<file path="config.mk">
export PLATFORM = sky130hd
export DESIGN_NAME = activation_share_scheduler
export DESIGN_NICKNAME = d
export VERILOG_FILES = /design/src/rtl/activation_share_scheduler.sv
export SDC_FILE = /design/constraint.sdc
export NUM_CORES = 1
export LEC_CHECK = 0
export ABC_AREA = 0
export BUFFER_PORTS_ARGS = -buffer_cell sky130_fd_sc_hd__buf_2
export CORE_UTILIZATION = 43
export CTS_BUF_LIST = sky130_fd_sc_hd__clkbuf_16
export CTS_CLUSTER_SIZE = 25
export DETAILED_ROUTE_END_ITERATION = 8
export GPL_ROUTABILITY_DRIVEN = 1
export HOLD_SLACK_MARGIN = 0.03
export PLACE_DENSITY = 0.8
export SLEW_MARGIN = 0
export SYNTH_ARGS = -nofsm -noshare
export SYNTH_HDL_FRONTEND = slang
export SYNTH_SLANG_ARGS = --single-unit
</file>
<file path="constraint.sdc">
create_clock -name clk -period 6.2 [get_ports clk]
set_clock_uncertainty 0.1 [all_clocks]
set_input_delay 0.31 -clock clk [delete_from_list [all_inputs] [get_ports clk]]
set_output_delay 0.31 -clock clk [all_outputs]
set_load 0.01 [all_outputs]
</file>
<file path="src/rtl/activation_share_scheduler.sv">
`timescale 1ns/1ps
// Round-robin scheduler that time-shares one pipelined activation unit between NUM_REQ requesters.
// An issue register feeds the unit. An in-order tag FIFO steers each result back to the requester that issued it.
module activation_share_scheduler #(
    parameter int NUM_REQ                = 4,
    parameter int DATA_IN_0_PRECISION_0  = 16,
    parameter int DATA_OUT_0_PRECISION_0 = 32,
    parameter int MAX_OUTSTANDING        = 4
) (
    input  logic                                     clk,
    input  logic                                     rst,
    input  logic [NUM_REQ*DATA_IN_0_PRECISION_0-1:0] req_data,
    input  logic [NUM_REQ-1:0]                       req_valid,
    output logic [NUM_REQ-1:0]                       req_ready,
    output logic [DATA_IN_0_PRECISION_0-1:0]         act_data_in_0,
    output logic                                     act_data_in_0_valid,
    input  logic                                     act_data_in_0_ready,
    input  logic [DATA_OUT_0_PRECISION_0-1:0]        act_data_out_0,
    input  logic                                     act_data_out_0_valid,
    output logic                                     act_data_out_0_ready,
    output logic [DATA_OUT_0_PRECISION_0-1:0]        resp_data,
    output logic [NUM_REQ-1:0]                       resp_valid,
    input  logic [NUM_REQ-1:0]                       resp_ready,
    output logic [$clog2(MAX_OUTSTANDING+1)-1:0]     outstanding,
    output logic                                     err
);

    localparam int W     = DATA_IN_0_PRECISION_0;
    localparam int ID_W  = $clog2(NUM_REQ);
    localparam int CNT_W = $clog2(MAX_OUTSTANDING + 1);
    localparam int PTR_W = (MAX_OUTSTANDING > 1) ? $clog2(MAX_OUTSTANDING) : 1;

    typedef logic [ID_W-1:0]  id_t;
    typedef logic [W-1:0]     data_t;
    typedef logic [CNT_W-1:0] cnt_t;
    typedef logic [PTR_W-1:0] ptr_t;

    function automatic ptr_t ptr_inc(input ptr_t p);
        return (p == PTR_W'(MAX_OUTSTANDING - 1)) ? '0 : p + PTR_W'(1);
    endfunction

    // Issue register, round-robin pointer, tag FIFO state and sticky error
    logic  issue_valid_q, issue_valid_d;
    data_t issue_data_q,  issue_data_d;
    id_t   issue_id_q,    issue_id_d;
    id_t   rr_ptr_q,      rr_ptr_d;
    cnt_t  occ_q,         occ_d;
    ptr_t  wr_ptr_q,      wr_ptr_d;
    ptr_t  rd_ptr_q,      rd_ptr_d;
    logic  err_q,         err_d;
    id_t   tag_mem [MAX_OUTSTANDING];

    logic           handoff;
    logic           slot_free;
    logic [CNT_W:0] inflight;
    logic           credit_ok;
    logic           arb_en;
    id_t            cand;
    logic           grant;
    id_t            grant_id;
    data_t          grant_data;
    logic           fifo_empty;
    id_t            head_id;
    logic           out_ready;
    logic           push;
    logic           pop;

    assign handoff   = issue_valid_q & act_data_in_0_ready;
    assign slot_free = ~issue_valid_q | handoff;

    // A pending issue always holds a credit: it is pushed into the FIFO on the cycle it hands off.
    assign inflight  = {1'b0, occ_q} + {{CNT_W{1'b0}}, issue_valid_q};
    assign credit_ok = inflight < (CNT_W + 1)'(MAX_OUTSTANDING);
    assign arb_en    = ~rst & slot_free & credit_ok;

    // NOTE: defaults are assigned first so every path writes every signal and no latch is inferred.
    always_comb begin
        cand     = rr_ptr_q;
        grant    = 1'b0;
        grant_id = '0;
        for (int k = 0; k < NUM_REQ; k++) begin
            cand = (cand == id_t'(NUM_REQ - 1)) ? '0 : cand + id_t'(1);
            if (arb_en && !grant && req_valid[cand]) begin
                grant    = 1'b1;
                grant_id = cand;
            end
        end
    end

    always_comb begin
        req_ready = '0;
        if (grant) req_ready[grant_id] = 1'b1;
    end

    always_comb begin
        grant_data = '0;
        for (int i = 0; i < NUM_REQ; i++) begin
            if (grant_id == id_t'(i)) grant_data = req_data[i*W +: W];
        end
    end

    always_comb begin
        issue_valid_d = issue_valid_q;
        issue_data_d  = issue_data_q;
        issue_id_d    = issue_id_q;
        rr_ptr_d      = rr_ptr_q;
        if (handoff) issue_valid_d = 1'b0;
        if (grant) begin
            issue_valid_d = 1'b1;
            issue_data_d  = grant_data;
            issue_id_d    = grant_id;
            rr_ptr_d      = grant_id;
        end
    end

    assign fifo_empty = (occ_q == cnt_t'(0));
    assign head_id    = tag_mem[rd_ptr_q];

    // An orphan result (empty FIFO) is accepted so it is dropped instead of wedging the unit.
    assign out_ready = fifo_empty ? act_data_out_0_valid : resp_ready[head_id];
    assign push      = handoff;
    assign pop       = act_data_out_0_valid & out_ready & ~fifo_empty;

    always_comb begin
        occ_d    = occ_q;
        wr_ptr_d = wr_ptr_q;
        rd_ptr_d = rd_ptr_q;
        if (push) wr_ptr_d = ptr_inc(wr_ptr_q);
        if (pop)  rd_ptr_d = ptr_inc(rd_ptr_q);
        case ({push, pop})
            2'b10:   occ_d = occ_q + cnt_t'(1);
            2'b01:   occ_d = occ_q - cnt_t'(1);
            default: occ_d = occ_q;
        endcase
        err_d = err_q | (act_data_out_0_valid & fifo_empty);
    end

    // NOTE: sequential state uses non-blocking assignments so every register samples pre-edge values.
    always_ff @(posedge clk) begin
        if (rst) begin
            issue_valid_q <= 1'b0;
            issue_data_q  <= '0;
            issue_id_q    <= '0;
            rr_ptr_q      <= id_t'(NUM_REQ - 1);
            occ_q         <= '0;
            wr_ptr_q      <= '0;
            rd_ptr_q      <= '0;
            err_q         <= 1'b0;
        end else begin
            issue_valid_q <= issue_valid_d;
            issue_data_q  <= issue_data_d;
            issue_id_q    <= issue_id_d;
            rr_ptr_q      <= rr_ptr_d;
            occ_q         <= occ_d;
            wr_ptr_q      <= wr_ptr_d;
            rd_ptr_q      <= rd_ptr_d;
            err_q         <= err_d;
        end
    end

    // NOTE: tag storage has no reset; the pointers and occupancy alone decide which entries are live.
    always_ff @(posedge clk) begin
        if (push) tag_mem[wr_ptr_q] <= issue_id_q;
    end

    always_comb begin
        resp_valid = '0;
        if (!rst && act_data_out_0_valid && !fifo_empty) resp_valid[head_id] = 1'b1;
    end

    assign act_data_in_0        = rst ? '0   : issue_data_q;
    assign act_data_in_0_valid  = ~rst & issue_valid_q;
    assign act_data_out_0_ready = ~rst & out_ready;
    assign resp_data            = rst ? '0   : act_data_out_0;
    assign outstanding          = rst ? '0   : occ_q;
    assign err                  = ~rst & err_q;

endmodule

</file>
==> results.cfg, run 1 <==
[run_status]
run_status = completed

[layout]
mostFrequentLayoutCell = sky130_fd_sc_hd__buf_2
most_frequent_cells_in_the_layout = sky130_fd_sc_hd__buf_2, sky130_fd_sc_hd__nor2b_1, sky130_fd_sc_hd__dfxtp_1, sky130_fd_sc_hd__inv_1, sky130_fd_sc_hd__a221oi_1
num-nets-final = 582
area.growth.synth_to_final_pct = 35.1
post-route-util_pct = 61.6
final_layout_size_suffix_gt1_share_pct = 42.2
diodes = 0

[hold_path]
worst_hold_path.num_cells = 3
hp-class = primary input to flip-flop

[power_and_ir_drop]
vdd_drop_max_v = 0.000151
power.density_cell_area_nw_per_um2 = 247
power_mw = 0.924
leakagePower_nw = 1.87

[critical_path]
r2r_slack_ps = 2270
critical_path.endpoint = req_ready[2]
cp.arrival_ps = 3820
worst-path-max-fanout = 20
terminus_of_the_critical_flop_to_flop_path = issue_data_q[4]
path_class = flip-flop to output port
startpoint_type = flip-flop
end_kind = output port
reg2reg_from = rr_ptr_q[0]
timing.critical_path.from = rr_ptr_q[0]
cp_data_required_time_ps = 5790
worstRegToRegCells = 8

[global_route]
globalRouteMet3Util_pct = 4.07
via_count_of_the_first_global_routing_pass = 2516
gr-usage-all-layers_pct = 22.7
grt_first_pass_wirelength_um = 11300
grt_util_met1_pct = 24.6
grt_antenna_before_repair = 0
top_usage_layer = met2
grt_start_max_net_pins = 71
grt_remaining_overflow = 0
grtUsageMet2_pct = 42.2

[synth]
synth_fp_nets = 428
synthDistinctLibCells = 44
synthesis.instances = 312
cells_taking_the_most_area_after_synthesis = sky130_fd_sc_hd__dfxtp_1, sky130_fd_sc_hd__edfxtp_1, sky130_fd_sc_hd__nor2b_1
netlist_area_sq_um = 2760
synth_largest_type_area_fraction_pct = 22.5
avgSynthCellArea_sq_um = 8.86
number_of_flip_flops_and_latches_in_the_synthesized_netlist = 39
cell_taking_the_most_area_after_synthesis = sky130_fd_sc_hd__dfxtp_1
yosysSeqAreaShare_pct = 31.1
yosys_warnings = 0

[clock_tree]
insertion_delay_ps = 280
cts_sinks = 39
worst_setup_hold_path_clk_slew_ps = 50
cts-resized-gates = 0
ctsRootBufferMaster = sky130_fd_sc_hd__clkbuf_16
cts_max_level = 2
cts_tree = done
numCtsBuffers = 5
postCtsSetupRepairBufs = 0
bufs_on_longest_clock_path = 2
post_cts_hold_buffer_count = 0

[timing]
rsz_0062_raised_after_global_routing = false
clock.fmax_mhz = 236
final_hold_vio_count = 0
worst_pin_slew_ps = 1060
timing.final.crit_period_ps = 4230
finalMaxSlewViolations = 0
timing.max_slew.rel_slack_pct = 29.4
fin_setup_tns_ps = 0
fin_crit_sh_pct = 68.3
setup_viol_count_final = 0

[drt]
drtPass1Iterations = 4
dr_total_vias = 2831
detail_route.iter0.violations = 115
wl_per_cell_um = 14.2
avgViaCountPerCell = 5.22
postRouteWirelength_um = 7720
drc = 0
drt.antenna.violating_nets = 0

[floorplan]
initial_core_util_pct = 45.6
die_height_um = 82.2
chipWidth_um = 82.2
top_level_ports = 170
coreArea_sq_um = 6060
fp-row-count = 28
fp.dieArea_sq_um = 6750

[flow_run]
max_cap_viol_count = 0

[placed_design]
finalWeightedCongestion = 0.818
io_buffers = 169
hpwl_um = 5760
worst max-delay path, stage by stage (launching register included):
cell and delay, ps:
sky130_fd_sc_hd__dfxtp_1 640, sky130_fd_sc_hd__ha_1 490, sky130_fd_sc_hd__xor2_1 340, sky130_fd_sc_hd__o31a_1 210, sky130_fd_sc_hd__a21oi_1 90, sky130_fd_sc_hd__o2bb2ai_2 640, sky130_fd_sc_hd__nand2_1 640, sky130_fd_sc_hd__and2_1 330
sky130_fd_sc_hd__buf_2 140
per-layer routing:
layer  share of wire, %  wire [um]
met1                 40       3060
met2                 53       4110
met3                5.6        435
met4                1.6        120
met5                  0          0
state kept, by name, indices dropped and copies added (netlist names), named ones only:
signal,flops
occ_q,3
rr_ptr_q,2
wr_ptr_q,2
issue_data_q,16
issue_id_q,2
err_q,1
issue_valid_q,1
rd_ptr_q,2
tag_mem,8
cells in the mapped netlist:
library cell                number
sky130_fd_sc_hd__o2bb2ai_2       1
sky130_fd_sc_hd__nor4_1          2
sky130_fd_sc_hd__or3_1           3
sky130_fd_sc_hd__edfxtp_1        8
sky130_fd_sc_hd__buf_12          2
sky130_fd_sc_hd__a221oi_2        8
sky130_fd_sc_hd__nor2_1         13
sky130_fd_sc_hd__a211oi_1        3
sky130_fd_sc_hd__clkbuf_2        1
sky130_fd_sc_hd__o22a_1          1
sky130_fd_sc_hd__nor2b_2         1
sky130_fd_sc_hd__and3_1          5
sky130_fd_sc_hd__nand2b_1       19
sky130_fd_sc_hd__o311ai_0        1
sky130_fd_sc_hd__nor2b_1        36
sky130_fd_sc_hd__clkbuf_1       14
sky130_fd_sc_hd__nand2_1        15
sky130_fd_sc_hd__nand3_1         3
sky130_fd_sc_hd__o22ai_1         1
sky130_fd_sc_hd__fa_1            1
sky130_fd_sc_hd__buf_6           1
sky130_fd_sc_hd__dfxtp_1        31
sky130_fd_sc_hd__buf_2           7
sky130_fd_sc_hd__o31a_1          1
sky130_fd_sc_hd__inv_1          25
sky130_fd_sc_hd__nor3b_1         1
sky130_fd_sc_hd__a31o_2          1
sky130_fd_sc_hd__and2_1         18
sky130_fd_sc_hd__xor2_1          3
sky130_fd_sc_hd__nand3b_1        2
sky130_fd_sc_hd__or2_2           1
sky130_fd_sc_hd__o21ai_0         5
sky130_fd_sc_hd__o21a_1          1
sky130_fd_sc_hd__nand4b_1        1
sky130_fd_sc_hd__a221oi_1       24
sky130_fd_sc_hd__a211o_1         2
sky130_fd_sc_hd__mux4_2          4
sky130_fd_sc_hd__o41ai_1         1
sky130_fd_sc_hd__a32oi_1         1
sky130_fd_sc_hd__and2_4          1
sky130_fd_sc_hd__mux2i_1        18
sky130_fd_sc_hd__ha_1            7
sky130_fd_sc_hd__nor3_1          3
sky130_fd_sc_hd__a21oi_1        15
area by class of cell:
cell class                      count  area [sq um]
Clock buffer                        5           125
Clock inverter                      3          11.3
Fill cell                         564          2330
Inverter                           25          93.8
Multi-Input combinational cell    223          1680
Sequential cell                    39           861
Tap cell                           75          93.8
Timing Repair Buffer              172           868
power breakdown:
group	switching, mW	internal (mW)	total (mW)
combinational	0.199	0.160	0.359
sequential	0.0222	0.303	0.325
clock	0.0950	0.144	0.239
total	0.317	0.608	0.924
per-stage QoR:
stage | cell area (sq um) | hold slack (ps) | worst slack [ps] | instances
after global placement | 3600 | 348 | 2440 | 534
after floorplan | 2760 | 321 | 3420 | 312
after CTS | 3730 | 194 | 1980 | 542
after global routing | 3730 | 233 | 1660 | 542
final | 3730 | 198 | 1970 | 542
after detailed placement | 3600 | 349 | 2290 | 534
worst min path at each step:
stage | startpoint | endpoint
final | act_data_out_0_valid | err_q
after global routing | act_data_in_0_ready | issue_valid_q
after CTS | act_data_out_0_valid | err_q
after detailed placement | err_q | err_q
after global placement | err_q | err_q
after floorplan | act_data_in_0_ready | issue_valid_q
kinds of logic (layout without fill, tap and decap cells):
logic type,after synthesis,in the layout,share of synthesized area (%)
buffers and inverters,50,205,8.60
adder cells (fa/ha/maj),8,8,3.89
XOR/XNOR,3,3,0.951
multiplexers,22,22,9.78
AO/OA/AOI/OAI,66,66,20.0
flip-flops,39,39,31.1
AND/OR/NAND/NOR,124,124,25.7
(Power assumes the default switching activity.)
==> inputs of run 2 (changes only) <==
==> constraint.sdc (replaced) <==
create_clock -name clk -period 4 [get_ports clk]
set_clock_uncertainty 0.1 [all_clocks]
set_input_delay 0.2 -clock clk [delete_from_list [all_inputs] [get_ports clk]]
set_output_delay 0.2 -clock clk [all_outputs]
set_load 0.01 [all_outputs]
==> run 2 against run 1 <==
Global-route usage barely moved. Via count rose by 2.0%. Sequential power up 55%. First-iteration DRC count fell by 21%. Worst hold slack worse by 100 ps. Utilization increased by 0.83 points. Sequential share of layout area is 0.30 points lower. Sequential cell count unchanged. Wire length grew 1.6%. Die area did not move. Design area is 1.3% higher. Clock-buffer cell count is the same. Critical endpoint is now req_ready[3].
==> results.cfg, run 2 (synthesized netlist as in run 1, its figures left out) <==
[timing]
fin_setup_tns_ps = 0
worst_pin_slew_ps = 735
clock.fmax_mhz = 279
fin_crit_sh_pct = 89.5
rsz_0062_raised_after_global_routing = false
setup_viol_count_final = 0
finalMaxSlewViolations = 0
timing.final.crit_period_ps = 3580
final_hold_vio_count = 0
timing.max_slew.rel_slack_pct = 50.8

[global_route]
gr-usage-all-layers_pct = 22.7
grt_antenna_before_repair = 0
grt_start_max_net_pins = 70
grt_first_pass_wirelength_um = 11400
grt_remaining_overflow = 0
via_count_of_the_first_global_routing_pass = 2577

[layout]
final_layout_size_suffix_gt1_share_pct = 42.9
largest_reg_flops = 16
final_cells = 543
num-nets-final = 583
top_regs = issue_data_q: 16 flops, tag_mem: 8 flops, occ_q: 3 flops
multi_input_comb_area_sq_um = 1700
mostFrequentLayoutCell = sky130_fd_sc_hd__buf_2
ff_latch_area_sq_um = 861
area.growth.synth_to_final_pct = 36.9
finalInstanceArea_sq_um = 3780
num-fill-cells = 545
diodes = 0
most_frequent_cells_in_the_layout = sky130_fd_sc_hd__buf_2, sky130_fd_sc_hd__nor2b_1, sky130_fd_sc_hd__dfxtp_1, sky130_fd_sc_hd__inv_1, sky130_fd_sc_hd__a221oi_1
top_register = issue_data_q

[clock_tree]
cts_tree = done
insertion_delay_ps = 280
worst_setup_hold_path_clk_slew_ps = 50
cts_max_level = 2
ctsRootBufferMaster = sky130_fd_sc_hd__clkbuf_16
cts_sinks = 39
postCtsSetupRepairBufs = 0
numCtsBuffers = 5
bufs_on_longest_clock_path = 2

[drt]
postRouteWirelength_um = 7850
detail_route.iter0.violations = 91
drc = 0
drtPass1Iterations = 4
wl_per_cell_um = 14.5
drt.antenna.violating_nets = 0
dr_total_vias = 2887
avgViaCountPerCell = 5.32

[hold_path]
worst_hold_startpoint = act_data_out_0_valid
hp-class = primary input to flip-flop

[floorplan]
initial_core_util_pct = 45.6
top_level_ports = 170
fp.dieArea_sq_um = 6750
chipWidth_um = 82.2
die_height_um = 82.2
fp-row-count = 28
coreArea_sq_um = 6060

[critical_path]
path_class = flip-flop to output port
timing.critical_path.from = rr_ptr_q[0]
cp_slowest_cell = sky130_fd_sc_hd__dfxtp_1
reg2reg_from = rr_ptr_q[0]
worst-path-max-fanout = 18
worst_path_dominant_cell_family = simple AND/OR/NAND/NOR gates
cp.arrival_ps = 3280
startpoint_type = flip-flop
critical_path_buf_inv_count = 1
crit_chain = ha_1, mux4_2, nor2b_2, o2bb2ai_4, and2_4, and2_1, buf_2
end_kind = output port
cp_data_required_time_ps = 3700
max_stage_delay_ps = 660

[power_and_ir_drop]
leakagePower_nw = 1.88
power.density_cell_area_nw_per_um2 = 400
vdd_drop_max_v = 0.000204

[placed_design]
post-place-cells = 535
io_buffers = 169
placed_area_sq_um = 3610
finalWeightedCongestion = 0.821
hpwl_um = 5910

[flow_run]
max_cap_viol_count = 0

[run_status]
run_status = completed
run 2: routing by layer:
metal	GRT usage, %	up-vias	part of all wire, %
met5	0	-	0
met4	8.60	0	2.3
met3	5.49	16	6.9
met2	44.2	117	54
met1	23.0	1340	37
li1	-	1414	-
run 2: layout make-up:
cell class	instances	area share, %
clock inverter	3	1.02
inverter	25	2.48
multi-input combinational	223	44.8
tap	75	2.48
timing repair buffer	173	23.1
sequential	39	22.7
clock buffer	5	3.31
run 2: power breakdown:
group / switching [mW] / internal [mW]
sequential: 0.0348 / 0.470
combinational: 0.316 / 0.255
clock: 0.149 / 0.290
run 2: path summary, 6_finish.rpt:
kind | depth (start not counted) | slack, ps | endpoint
worst max-delay path | 7 | 420 | req_ready[3]
worst min-delay path | 3 | 90 | err_q
worst max register to register | 7 | 610 | issue_data_q[15]
worst min register to register | 2 | 360 | err_q
run 2: timing repair:
action | CTS | global route
gates resized for setup | 1 | 1
endpoints found under the hold margin | 0 | 0
pin swaps | 0 | 0
endpoints found under the setup margin | 2 | 4
hold buffers | 0 | 0
run 2: tightest hold or removal path, delay by kind of cell:
family	cells	cell delay, ps
and+or+nand+nor	1	70
AOI/OAI and AO/OA	1	60
buffers and inverters	1	110
run 2: stage by stage:
| stage | utilization, % | worst slack [ps] | power [mW] | hold slack (ps) |
|---|---|---|---|---|
| 5_1_grt | 62.4 | 223 | 1.61 | 153 |
| 6_report | 62.4 | 421 | 1.51 | 93.7 |
| 3_5_place_dp | 59.5 | 134 | 1.08 | 350 |
| 4_1_cts | 62.2 | 146 | 1.52 | 94.9 |
| 2_1_floorplan | - | 1220 | 0.908 | 211 |
| 3_3_place_gp | 59.5 | 322 | 1.06 | 348 |
==> inputs of run 3 (changes only) <==
--- a/config.mk
+++ b/config.mk
@@ -5,7 +5,7 @@
 export SDC_FILE = /design/constraint.sdc
 export NUM_CORES = 1
 export LEC_CHECK = 0
-export ABC_AREA = 0
+export ABC_AREA = 1
 export BUFFER_PORTS_ARGS = -buffer_cell sky130_fd_sc_hd__buf_2
 export CORE_UTILIZATION = 43
 export CTS_BUF_LIST = sky130_fd_sc_hd__clkbuf_16
@@ -13,8 +13,10 @@
 export DETAILED_ROUTE_END_ITERATION = 8
 export GPL_ROUTABILITY_DRIVEN = 1
 export HOLD_SLACK_MARGIN = 0.03
-export PLACE_DENSITY = 0.8
+export PLACE_DENSITY = 0.79
+export RECOVER_POWER = 50
 export SLEW_MARGIN = 0
 export SYNTH_ARGS = -nofsm -noshare
 export SYNTH_HDL_FRONTEND = slang
 export SYNTH_SLANG_ARGS = --single-unit
+export TNS_END_PERCENT = 1
==> run 3 against run 2 <==
Sequential power increased by 25%. Sequential share of layout area decreased by 0.55 points. Via count increased by 19%. Final cell count increased by 33%. Design area increased by 2.5%. The run now ends with design-rule violations, max-capacitance violations, max-slew violations left. Highest routed layer unchanged. Critical path type unchanged. Critical path depth increased by 6. Area after synthesis increased by 5.3%. Largest power group unchanged. Non-clock buffer count decreased by 1. Power increased by 81%. Worst hold slack improved by 26 ps. Die area increased by 5.1%.
==> results.cfg, run 3 <==
[synth]
postSynth.topFlopCell = sky130_fd_sc_hd__dfxtp_1
avgSynthCellArea_sq_um = 6.02
number_of_flip_flops_and_latches_in_the_synthesized_netlist = 39
synthTopCellsByCount = sky130_fd_sc_hd__nor2_1, sky130_fd_sc_hd__inv_1, sky130_fd_sc_hd__nand2_1
synthDistinctLibCells = 34
synth_fp_nets = 599
cells_taking_the_most_area_after_synthesis = sky130_fd_sc_hd__dfxtp_1, sky130_fd_sc_hd__nor2_1, sky130_fd_sc_hd__inv_1
synthesis.instances = 483
most_repeated_cell_in_the_gate_level_netlist_after_synthesis = sky130_fd_sc_hd__nor2_1
cell_taking_the_most_area_after_synthesis = sky130_fd_sc_hd__dfxtp_1
async_reset_ff_share_pct = 0
yosys_warnings = 0
yosysSeqAreaShare_pct = 29.6
synth_enable_flop_cells = 8
synth_largest_type_area_fraction_pct = 21.3
netlist_area_sq_um = 2910

[clock_tree]
cts_tree = done
cts_max_level = 2
insertion_delay_ps = 280
cts_sinks = 39
worst_setup_hold_path_clk_slew_ps = 60
cts-resized-gates = 0
bufs_on_longest_clock_path = 2
post_cts_hold_buffer_count = 0
ctsRootBufferMaster = sky130_fd_sc_hd__clkbuf_16
postCtsSetupRepairBufs = 0
numCtsBuffers = 5

[flow_run]
max_cap_viol_count = 1

[power_and_ir_drop]
leakagePower_nw = 2.15
vdd_drop_max_v = 0.000339
power.density_cell_area_nw_per_um2 = 709
power_mw = 2.75

[critical_path]
startpoint_type = flip-flop
end_kind = output port
cp.arrival_ps = 3090
crit_path_frequent_cell = sky130_fd_sc_hd__inv_1
cp_slowest_cell = sky130_fd_sc_hd__dfxtp_1
worst-path-max-fanout = 17
max_stage_delay_ps = 490
cp_data_required_time_ps = 3700
path_class = flip-flop to output port
crit_chain = ha_1, inv_1, o21ai_1, nand2_2, nand2_1, nand2_2, nand4_2, inv_1, nand2_1, nand3_1, inv_1, nor3_1, buf_2

[placed_design]
finalWeightedCongestion = 0.885
detailedPlace.worstSlack_ps = 913
post-place-cells = 712
hpwl_um = 6220
io_buffers = 169

[layout]
diodes = 0
final_layout_size_suffix_gt1_share_pct = 26.0
mostFrequentLayoutCell = sky130_fd_sc_hd__buf_2
area.growth.synth_to_final_pct = 33.3
num-nets-final = 758
most_frequent_cells_in_the_layout = sky130_fd_sc_hd__buf_2, sky130_fd_sc_hd__nor2_1, sky130_fd_sc_hd__inv_1, sky130_fd_sc_hd__nand2_1, sky130_fd_sc_hd__nand3_1
top_regs = issue_data_q: 16 flops, tag_mem: 8 flops, occ_q: 3 flops
post-route-util_pct = 60.4
final_cells = 720
top_register = issue_data_q
largest_reg_flops = 16
num-fill-cells = 638

[drt]
detail_route.iter0.violations = 178
drt.antenna.violating_nets = 0
drc = 12
drtPass1Iterations = 6
avgViaCountPerCell = 4.77
postRouteWirelength_um = 7980
wl_per_cell_um = 11.1
dr_total_vias = 3431

[timing]
finalMaxSlewViolations = 62
final_hold_vio_count = 0
worst_pin_slew_ps = 2520
fin_crit_sh_pct = 84.9
clock.fmax_mhz = 295
setup_slack_ps = 606
rsz_0062_raised_after_global_routing = false
fin_setup_tns_ps = 0
timing.final.crit_period_ps = 3390
timing.max_slew.rel_slack_pct = -67.9
setup_viol_count_final = 0

[run_status]
run_status = complete, but fails checks
violations = design-rule violations, max-capacitance violations, max-slew violations

[floorplan]
chipWidth_um = 84.3
initial_core_util_pct = 45.3
fp.dieArea_sq_um = 7100
top_level_ports = 170
die_height_um = 84.3
coreArea_sq_um = 6420
fp-row-count = 29

[global_route]
gr-usage-all-layers_pct = 22.6
grt_first_pass_wirelength_um = 13300
grt_remaining_overflow = 0
via_count_of_the_first_global_routing_pass = 3186
grt_start_max_net_pins = 62
grt_antenna_before_repair = 0

[hold_path]
hp-class = primary input to flip-flop
==> run 3: changes by cell type in the layout (fill, tap and decap cells not counted), moves of 24 or more <==
cell	delta
sky130_fd_sc_hd__a221oi_1	-24
sky130_fd_sc_hd__nand3_1	+55
sky130_fd_sc_hd__buf_2	-34
sky130_fd_sc_hd__nor2b_1	-36
sky130_fd_sc_hd__nand2_1	+65
sky130_fd_sc_hd__inv_1	+63
sky130_fd_sc_hd__nor2_1	+113
sky130_fd_sc_hd__clkbuf_1	+35
==> run 3: power by group <==
group | total [mW] | switching, mW | internal (mW)
Clock | 0.441 | 0.151 | 0.291
Sequential | 0.631 | 0.0697 | 0.561
Combinational | 1.68 | 1.09 | 0.584
==> run 3: stage by stage <==
step | hold WS (ps) | cell area (sq um)
3_5_place_dp | 359 | 3760
3_3_place_gp | 353 | 3760
5_1_grt | 148 | 3880
2_1_floorplan | 285 | 2910
4_1_cts | 122 | 3930
6_report | 120 | 3880
==> run 3: metal layers <==
layer | vias to the layer above | wire length [um] | track usage (%) | part of all wire (%)
met5 | - | 0 | 0 | 0
met3 | 8 | 429 | 3.64 | 5.4
met2 | 113 | 4040 | 42.3 | 51
met1 | 1508 | 3400 | 26.1 | 43
met4 | 0 | 107 | 7.68 | 1.3
li1 | 1802 | - | - | -
==> run 3: logic make-up (layout without fill, tap and decap cells) <==
logic type / after synthesis / in the layout / synth area share, %
DFF: 39 / 39 / 29.6
buffers and inverters: 111 / 271 / 15.7
adders and majority gates: 8 / 8 / 3.70
and+or+nand+nor: 299 / 299 / 45.7
xor gates and xnor gates: 1 / 1 / 0.301
AOI/OAI and AO/OA: 25 / 25 / 4.99
==> run 3: worst max-delay path, delay by kind of cell (launching register included) <==
family	cells	cell delay [ps]
AND/OR/NAND/NOR	7	1240
buffers and inverters	4	640
flip-flops	1	490
adder cells (fa/ha/maj)	1	330
AO/OA/AOI/OAI	1	110
==> run 3: path summary, 6_finish.rpt <==
kind	start	slack, ps	depth (start not counted)	endpoint
worst min register to register	err_q	370	1	err_q
worst max register to register	rr_ptr_q[0]	1050	14	issue_data_q[12]
worst max-delay path	rr_ptr_q[0]	610	13	req_ready[0]
worst min-delay path	req_data[48]	120	5	issue_data_q[0]
==> run 3: final cells by class <==
class                   count  area, sq um  share of cell area (%)
repair buffers            172          822                    21.2
multi-input cells         333         1590                    41.0
inverters                  91          344                    8.87
well taps                  77         96.3                    2.48
clock buffers               5          125                    3.23
flip-flops and latches     39          861                    22.2
clock inverters             3         38.8                    1.00
